**config.mk**
```make
export PLATFORM = sky130hd
export DESIGN_NAME = microwave_timer_ctrl_flat
export DESIGN_NICKNAME = d
export VERILOG_FILES = /design/src/rtl/microwave_timer_ctrl_if.sv /design/src/rtl/microwave_timer_ctrl.sv /design/src/flat_wrapper.sv
export SDC_FILE = /design/constraint.sdc
export NUM_CORES = 1
export LEC_CHECK = 0
export ABC_CLOCK_PERIOD_IN_PS = 2330
export CAP_MARGIN = 40
export CORE_UTILIZATION = 30
export CTS_CLUSTER_DIAMETER = 60
export DETAILED_ROUTE_END_ITERATION = 10
export DONT_BUFFER_PORTS = 1
export GPL_TIMING_DRIVEN = 1
export SYNTH_ARGS = -nofsm -noshare
export SYNTH_HDL_FRONTEND = slang
export SYNTH_SLANG_ARGS = --single-unit
```
**constraint.sdc**
```tcl
create_clock -name clk -period 2.33 [get_ports clk]
set_clock_uncertainty 0.2 [all_clocks]
set_input_delay 0.466 -clock clk [delete_from_list [all_inputs] [get_ports clk]]
set_output_delay 0.466 -clock clk [all_outputs]
set_load 0.01 [all_outputs]
```
**src/rtl/microwave_timer_ctrl_if.sv**
```systemverilog
// Front-panel bundle for microwave_timer_ctrl: keypad and button requests in,
// BCD display digits and magnetron enable out.
interface microwave_timer_ctrl_if;
  logic       key_valid;
  logic [3:0] key_value;
  logic       start;
  logic       stop;
  logic       door_closed;
  logic [3:0] mins;
  logic [3:0] sec_tens;
  logic [3:0] sec_ones;
  logic       heat_on;
  logic       done;

  modport master (
    output key_valid, key_value, start, stop, door_closed,
    input  mins, sec_tens, sec_ones, heat_on, done
  );

  modport slave (
    input  key_valid, key_value, start, stop, door_closed,
    output mins, sec_tens, sec_ones, heat_on, done
  );
endinterface

```
**src/rtl/microwave_timer_ctrl.sv**
```systemverilog
// Oven cooking timer: keypad M:SS entry, 1 Hz countdown, pause/resume/cancel.
// Optional QUICK_START_EN: start at 0:00 with the door shut loads 0:30 and runs.
module microwave_timer_ctrl #(
  parameter int CLK_PER_SEC = 50_000_000
) (
  input  logic                   clk,
  input  logic                   reset,
  microwave_timer_ctrl_if.slave  panel
);

  // state | meaning
  // IDLE  | keypad entry, waiting for start
  // RUN   | counting down, heat on
  // PAUSE | countdown frozen, prescaler held
  // DONE  | reached 0:00, waiting for any key/button
  typedef enum logic [1:0] {IDLE, RUN, PAUSE, DONE} state_e;

  localparam int            PW        = $clog2(CLK_PER_SEC);
  localparam logic [PW-1:0] PRESC_MAX = PW'(CLK_PER_SEC - 1);

  state_e        state_q, state_d;
  logic [3:0]    mins_q, mins_d;
  logic [3:0]    tens_q, tens_d;
  logic [3:0]    ones_q, ones_d;
  logic [PW-1:0] presc_q, presc_d;
  logic          heat_q, heat_d;
  logic          done_q, done_d;

  logic time_zero;
  logic last_sec;
  logic key_ok;
  logic run_hold;
  logic tick;
  logic quick_go;
  logic start_go;

  assign time_zero = (mins_q == 4'd0) && (tens_q == 4'd0) && (ones_q == 4'd0);
  assign last_sec  = (mins_q == 4'd0) && (tens_q == 4'd0) && (ones_q == 4'd1);
  assign key_ok    = panel.key_valid && (panel.key_value <= 4'd9);
  assign run_hold  = panel.stop || !panel.door_closed;
  // A pause request in the wrap cycle swallows the tick.
  assign tick      = (state_q == RUN) && !run_hold && (presc_q == PRESC_MAX);

`ifdef QUICK_START_EN
  assign quick_go = time_zero;
`else
  assign quick_go = 1'b0;
`endif

  assign start_go = panel.start && panel.door_closed && (!time_zero || quick_go);

  always_ff @(posedge clk or posedge reset) begin
    if (reset) begin
      state_q <= IDLE;
      mins_q  <= 4'd0;
      tens_q  <= 4'd0;
      ones_q  <= 4'd0;
      presc_q <= '0;
      heat_q  <= 1'b0;
      done_q  <= 1'b0;
    end else begin
      state_q <= state_d;
      mins_q  <= mins_d;
      tens_q  <= tens_d;
      ones_q  <= ones_d;
      presc_q <= presc_d;
      heat_q  <= heat_d;
      done_q  <= done_d;
    end
  end

  always_comb begin
    state_d = state_q;
    unique case (state_q)
      IDLE: begin
        if (!panel.stop && start_go) state_d = RUN;
      end
      RUN: begin
        if (run_hold)            state_d = PAUSE;
        else if (tick && last_sec) state_d = DONE;
      end
      PAUSE: begin
        if (panel.stop)                              state_d = IDLE;
        else if (panel.start && panel.door_closed)   state_d = RUN;
      end
      DONE: begin
        if (panel.key_valid || panel.start || panel.stop) state_d = IDLE;
      end
      default: state_d = IDLE;
    endcase
  end

  always_comb begin
    mins_d  = mins_q;
    tens_d  = tens_q;
    ones_d  = ones_q;
    presc_d = presc_q;
    heat_d  = (state_d == RUN);
    done_d  = (state_q == RUN) && (state_d == DONE);
    unique case (state_q)
      IDLE: begin
        if (panel.stop) begin
          mins_d = 4'd0;
          tens_d = 4'd0;
          ones_d = 4'd0;
        end else if (panel.start) begin
          // A start, even an ignored one, outranks a coincident key.
          if (start_go) begin
            presc_d = '0;
            if (time_zero) begin
              mins_d = 4'd0;
              tens_d = 4'd3;
              ones_d = 4'd0;
            end
          end
        end else if (key_ok && (ones_q <= 4'd5)) begin
          mins_d = tens_q;
          tens_d = ones_q;
          ones_d = panel.key_value;
        end
      end
      RUN: begin
        if (!run_hold) begin
          if (tick) begin
            presc_d = '0;
            if (ones_q != 4'd0) begin
              ones_d = ones_q - 4'd1;
            end else if (tens_q != 4'd0) begin
              tens_d = tens_q - 4'd1;
              ones_d = 4'd9;
            end else begin
              mins_d = mins_q - 4'd1;
              tens_d = 4'd5;
              ones_d = 4'd9;
            end
          end else begin
            presc_d = presc_q + PW'(1);
          end
        end
      end
      PAUSE: begin
        if (panel.stop) begin
          mins_d = 4'd0;
          tens_d = 4'd0;
          ones_d = 4'd0;
        end
      end
      DONE: begin
        mins_d = 4'd0;
        tens_d = 4'd0;
        ones_d = 4'd0;
      end
      default: begin
        mins_d = 4'd0;
        tens_d = 4'd0;
        ones_d = 4'd0;
      end
    endcase
  end

  assign panel.mins     = mins_q;
  assign panel.sec_tens = tens_q;
  assign panel.sec_ones = ones_q;
  assign panel.heat_on  = heat_q;
  assign panel.done     = done_q;

endmodule

```
**src/flat_wrapper.sv**
```systemverilog
// flat-port wrapper written by rule: the top's interface ports become plain ports
module microwave_timer_ctrl_flat 
#(
  parameter int CLK_PER_SEC = 50_000_000
)
  (clk, reset, panel_key_valid, panel_key_value, panel_start, panel_stop, panel_door_closed, panel_mins, panel_sec_tens, panel_sec_ones, panel_heat_on, panel_done);
  microwave_timer_ctrl_if panel_i ();
  input  logic clk;
  input  logic reset;
  input wire logic [$bits(panel_i.key_valid)-1:0] panel_key_valid;
  input wire logic [$bits(panel_i.key_value)-1:0] panel_key_value;
  input wire logic [$bits(panel_i.start)-1:0] panel_start;
  input wire logic [$bits(panel_i.stop)-1:0] panel_stop;
  input wire logic [$bits(panel_i.door_closed)-1:0] panel_door_closed;
  output wire logic [$bits(panel_i.mins)-1:0] panel_mins;
  output wire logic [$bits(panel_i.sec_tens)-1:0] panel_sec_tens;
  output wire logic [$bits(panel_i.sec_ones)-1:0] panel_sec_ones;
  output wire logic [$bits(panel_i.heat_on)-1:0] panel_heat_on;
  output wire logic [$bits(panel_i.done)-1:0] panel_done;
  assign panel_i.key_valid = panel_key_valid;
  assign panel_i.key_value = panel_key_value;
  assign panel_i.start = panel_start;
  assign panel_i.stop = panel_stop;
  assign panel_i.door_closed = panel_door_closed;
  assign panel_mins = panel_i.mins;
  assign panel_sec_tens = panel_i.sec_tens;
  assign panel_sec_ones = panel_i.sec_ones;
  assign panel_heat_on = panel_i.heat_on;
  assign panel_done = panel_i.done;
  microwave_timer_ctrl #(.CLK_PER_SEC(CLK_PER_SEC)) u_core (.clk(clk), .reset(reset), .panel(panel_i));
endmodule
```
Word-level counts from Yosys, hierarchy flattened
Cells that the tools add are included. Widths: inputs -> output; s select.

Memories kept: 0. Bits of input ports: 10. ROM bits: 0. Bits in registers: 42. Latch bits: 0. Memory bits (writable): 0. Output and inout bits: 14. Logic and storage cells: 102.

Muxes and demuxes: 41. Bitwise gates (word level): 0. Add/subtract/negate cells: 4. Magnitude comparators: 2. $mul: 0. Equality and inequality tests: 18. Divide/modulo/power cells: 0. Reduce and logical (&&, ||, !) cells: 30. Shift-type cells: 0.

Operators with widths (number): $mux 26 (5); $mux 4 (25); $pmux 26 s2 (1); $pmux 4 s4 (3); $add 26x1->26 const B (1); $eq 26x26->1 const B (1); $logic_and 1x1->1 (12); $logic_not 4->1 (3); $mux 2 (6); $ne 2x2->1 const B (6); $ne 4x3->1 const B (3); $sub 4x1->4 const B (3); $pmux 2 s4 (1); $reduce_and 8->1 (1); $reduce_bool 4->1 (2); $reduce_and 7->1 (1); $eq 2x2->1 const B (3); $reduce_and 6->1 (1); $reduce_and 5->1 (1); $eq 2x1->1 const B (2); $eq 4x1->1 const B (1); $le 4x3->1 const B (1); $le 4x4->1 const B (1); $logic_not 1->1 (4); 4 further kinds (7).

Longest topological paths before layout
Depth in word-level cells: 11. Gate-level depth with buffers: 9. Depth with buffers taken out: 7.

Worst setup path before layout
Ideal clock, no wire load.

Kind: flip-flop to flip-flop. Start: register u_core.ones_q[0] (netlist: u_core.panel.sec_ones[0]). End: register u_core.presc_q[25]. Arrival time: 2333 ps. Cell stages (with the launch flop): 9. Data required time: 2056 ps. Path slack: -276 ps. Setup time: 74 ps. Period minus slack after synthesis: 2606 ps. Buffers on the path: 1. Cells stage by stage: dfrtp_1 > inv_1 > ha_1 > nor3b_1 > and3_1 > buf_2 > or4_4 > or4_4 > a21oi_2.

Word-level cells in the longest chain between the ends: 6.

RTL lines: start: declaration (RTL line microwave_timer_ctrl.sv:24) `logic [3:0] ones_q, ones_d;`; start signal: assignment (RTL line microwave_timer_ctrl.sv:65) `ones_q <= ones_d;`; $logic_not 4->1 (RTL line microwave_timer_ctrl.sv:37) `assign time_zero = (mins_q == 4'd0) && (tens_q == 4'd0) && (ones_q == 4'd0);`; $logic_and 1x1->1 (RTL line microwave_timer_ctrl.sv:37); $logic_not 1->1 (RTL line microwave_timer_ctrl.sv:50) `assign start_go = panel.start && panel.door_closed && (!time_zero || quick_go);`; $logic_and 1x1->1 (RTL line microwave_timer_ctrl.sv:50); $ne 2x1->1 (no source line); $reduce_and 5->1 (no source line); end signal: assignment (RTL line microwave_timer_ctrl.sv:66) `presc_q <= presc_d;`; end: declaration (RTL line microwave_timer_ctrl.sv:25) `logic [PW-1:0] presc_q, presc_d;`.

No other way between the ends. A chain may end at the register's enable or synchronous reset.

Worst setup path after layout
Start: register u_core.mins_q[1] (netlist: u_core.panel.mins[1]). End: register u_core.presc_q[19].

Word-level cells in the longest chain between the ends: 7.

RTL lines: start: declaration (RTL line microwave_timer_ctrl.sv:22) `logic [3:0] mins_q, mins_d;`; start signal: assignment (RTL line microwave_timer_ctrl.sv:63) `mins_q <= mins_d;`; $logic_not 4->1 (RTL line microwave_timer_ctrl.sv:37); $logic_and 1x1->1 (2 in a row) (RTL line microwave_timer_ctrl.sv:37); $logic_not 1->1 (RTL line microwave_timer_ctrl.sv:50); $logic_and 1x1->1 (RTL line microwave_timer_ctrl.sv:50); $ne 2x1->1 (no source line); $reduce_and 5->1 (no source line).

No other way between the ends.

==> out/results.txt <==
Status: finished, violations left
Failing checks: DRC, setup timing
Boundary Pins: 24
Port bufs: 0
Initial Utilization: 31.2%
Critical Path RT: 2360 ps
WS Path Type: flip-flop to flip-flop
Root buf cell: clkbuf_8
CTS Buffer Depth: 2
Bufs and invs on worst path: 2
Post-Syn Nets: 328
Placed cells: 464
Clock-pin slew on the worst setup and hold paths: 90 ps
Layout area overhead: 33.0%
Prevailing post-synth register cell: dfrtp_1
Post-synthesis sequential area ratio: 38.3%
Die X: 97.7 µm
Tmin final: 2330 ps
DRC: 6
Setup TNS: -4.32 ps
Core area: 8810 µm²
Netlist Area Pre-Place: 2750 µm²
Worst-Skew Late Latency: 300 ps
Non-Filler Instances: 482
Final setup viols: 1
Die Ht: 97.7 µm
Antenna Nets Post-Route: 0
Crit-path leading delay family: simple AND/OR/NAND/NOR gates
Critical path launch point type: flip-flop
Hold WC Path Type: input pin to flip-flop
WP data arrival: 2360 ps
Synth warn: 0
Vias: 2685
Area occupied by multi-input gates: 1750 µm²
First-pass GRT wire length: 12.8 mm
Tcrit/Tclk final: 100%
LEAKAGE: 1.48 nW
Vias in the first global route: 2570
Worst IR Drop VDD: 405 µV
Initial drt markers: 138
Initial antenna violation count: 0
Commonest non-fill, non-tap cell in the layout: buf_4
FF-to-FF setup slack: -4 ps
H-tree depth: 2
Num CTS Buffers: 5
CP max stage delay: 450 ps
Remaining global-route overflow: 0
# fillers: 849
Layout cells sized above 1: 36.1%
Largest net degree at the start of global routing: 43
Hold slack: 51.3 ps
Total power: 2.94 mW
Post-DP Area: 3290 µm²
First-pass detailed-route iteration total: 7
Design area: 3650 µm²
Number of synthesized flops with an enable pin: 0
Fraction of registers with async set/reset: 100%
Critical path endpoint category: flip-flop
GR Util All Layers: 16.5%
Crit Path Max Fanout: 6
Avg Inst Size Synth: 8.81 µm²
TritonCTS clock tree: built
Gate Count Post-Synth: 312
Global placement routability congestion: 0.889
Post-synthesis register bit count: 42
Post-layout util: 41.5%
Slew @ Worst Pin: 552 ps
Unrepaired setup endpoints after global routing: true
Achievable Freq: 428 MHz
Cell Chain, Critical Path: inv_2 -> ha_4 -> nor4bb_2 -> and3_4 -> buf_4 -> or4_4 -> or3_1 -> a21oi_2
Slew headroom: 63.2%
Pre-CTS worst setup slack: -116 ps
DR vias/cell: 5.57
HPWL Detailed: 5.50 mm
Most frequent cells in the layout: buf_4, dfrtp_1, nand2_1
# rows: 34
Nets: 389
Pins Over Slew Limit: 0
ANT cells: 0
Pwr per Cell Area: 804 nW/µm²
Routed wire length per instance: 16.3 µm
Die area: 9550 µm²
Max-Cap Viols: 0
Slowest cell on the critical path: or4_4
Reg area: 1050 µm²
Library cells used by synthesis: 60
Hold Vio Cnt, Final: 0
Clock tree sinks: 42
Final wirelength: 7.86 mm
Final worst setup slack: -4.32 ps
-- power breakdown --
| group | internal [mW] | switching [mW] | total (mW) |
|---|---|---|---|
| logic | 0.707 | 0.712 | 1.42 |
| clock network | 0.320 | 0.263 | 0.583 |
| registers | 0.832 | 0.104 | 0.936 |
| total | 1.86 | 1.08 | 2.94 |
-- state kept, by name, indices dropped and copies added, names as in the netlist --
register               count
u_core.presc_q            26
u_core.panel.mins          4
u_core.panel.sec_ones      4
u_core.panel.sec_tens      4
u_core.state_q             2
u_core.panel.done          1
u_core.panel.heat_on       1
-- final timing paths --
check	from	depth (start not counted)	endpoint
setup / recovery	u_core.panel.mins[1]$_DFFE_PP0P_	8	u_core.presc_q[19]$_DFFE_PP0P_
hold / removal	panel_stop	1	u_core.state_q[0]$_DFF_PP0_
setup reg to reg	u_core.panel.mins[1]$_DFFE_PP0P_	8	u_core.presc_q[19]$_DFFE_PP0P_
hold reg to reg	u_core.presc_q[1]$_DFFE_PP0P_	2	u_core.presc_q[1]$_DFFE_PP0P_
max in group asynchronous	reset	3	u_core.panel.sec_ones[0]$_DFFE_PP0P_
min in group asynchronous	reset	3	u_core.presc_q[4]$_DFFE_PP0P_
-- cells by family after synthesis --
kind of cell,Yosys count,share of synthesized area (%)
xor+xnor,8,2.55
fa+ha+maj,6,2.73
mux,4,1.50
compound gates,80,19.3
simple gates,141,30.5
flops,42,38.3
buf+inv,31,5.19
-- synthesized netlist by cell type (all sizes together), types with 2 or more instances --
| master | instances | area share [%] |
|---|---|---|
| a21boi | 2 | 0.68 |
| nand4 | 12 | 2.7 |
| a32oi | 3 | 0.96 |
| nand2 | 24 | 3.3 |
| a31o | 4 | 1.3 |
| or4 | 6 | 2.0 |
| xnor2 | 3 | 0.96 |
| o2bb2ai | 3 | 0.96 |
| nor2b | 4 | 0.91 |
| and4 | 5 | 1.6 |
| a21oi | 22 | 4.6 |
| nand4b | 3 | 0.96 |
| nor4bb | 2 | 0.73 |
| nand2b | 2 | 0.46 |
| inv | 15 | 2.0 |
| o21ai | 21 | 3.8 |
| and3 | 4 | 0.91 |
| clkbuf | 7 | 0.96 |
| nor3 | 13 | 2.4 |
| o22ai | 2 | 0.46 |
| dfrtp | 42 | 38 |
| nor3b | 7 | 2.3 |
| mux2i | 3 | 1.1 |
| a31oi | 3 | 0.68 |
| nor2 | 19 | 2.6 |
| o31ai | 5 | 1.4 |
| or3b | 2 | 0.64 |
| nor4 | 8 | 2.3 |
| and2 | 2 | 0.46 |
| or3 | 11 | 2.5 |
| buf | 9 | 2.2 |
| ha | 6 | 2.7 |
| nand3 | 12 | 2.2 |
| a311oi | 2 | 0.64 |
| nor4b | 2 | 0.64 |
| a22oi | 2 | 0.55 |
| a21o | 3 | 0.82 |
| xor2 | 5 | 1.6 |
-- layout make-up --
class	instances	area share, %
multi-input combinational	239	48.0
sequential	42	28.8
timing repair buffer	70	15.0
tap	108	3.70
clock buffer	6	1.99
inverter	15	1.54
clock inverter	2	1.03
-- layer usage --
layer  wire length, µm  share of wire (%)  global-route usage, %
met4               107                1.4                   4.43
met5                 0                  0                      0
met3               425                5.4                   2.88
met2              3490                 44                   24.4
met1              3840                 49                   24.6
-- repair_timing --
action,CTS,global route
hold buffers,1,0
pin swaps,6,13
gates cloned,0,1
gates resized for setup,6,41
buffers inserted,3,7
hold endpoints to repair,13,0
setup endpoints to repair,9,37
No activity file was read; power rests on OpenSTA's default activity.
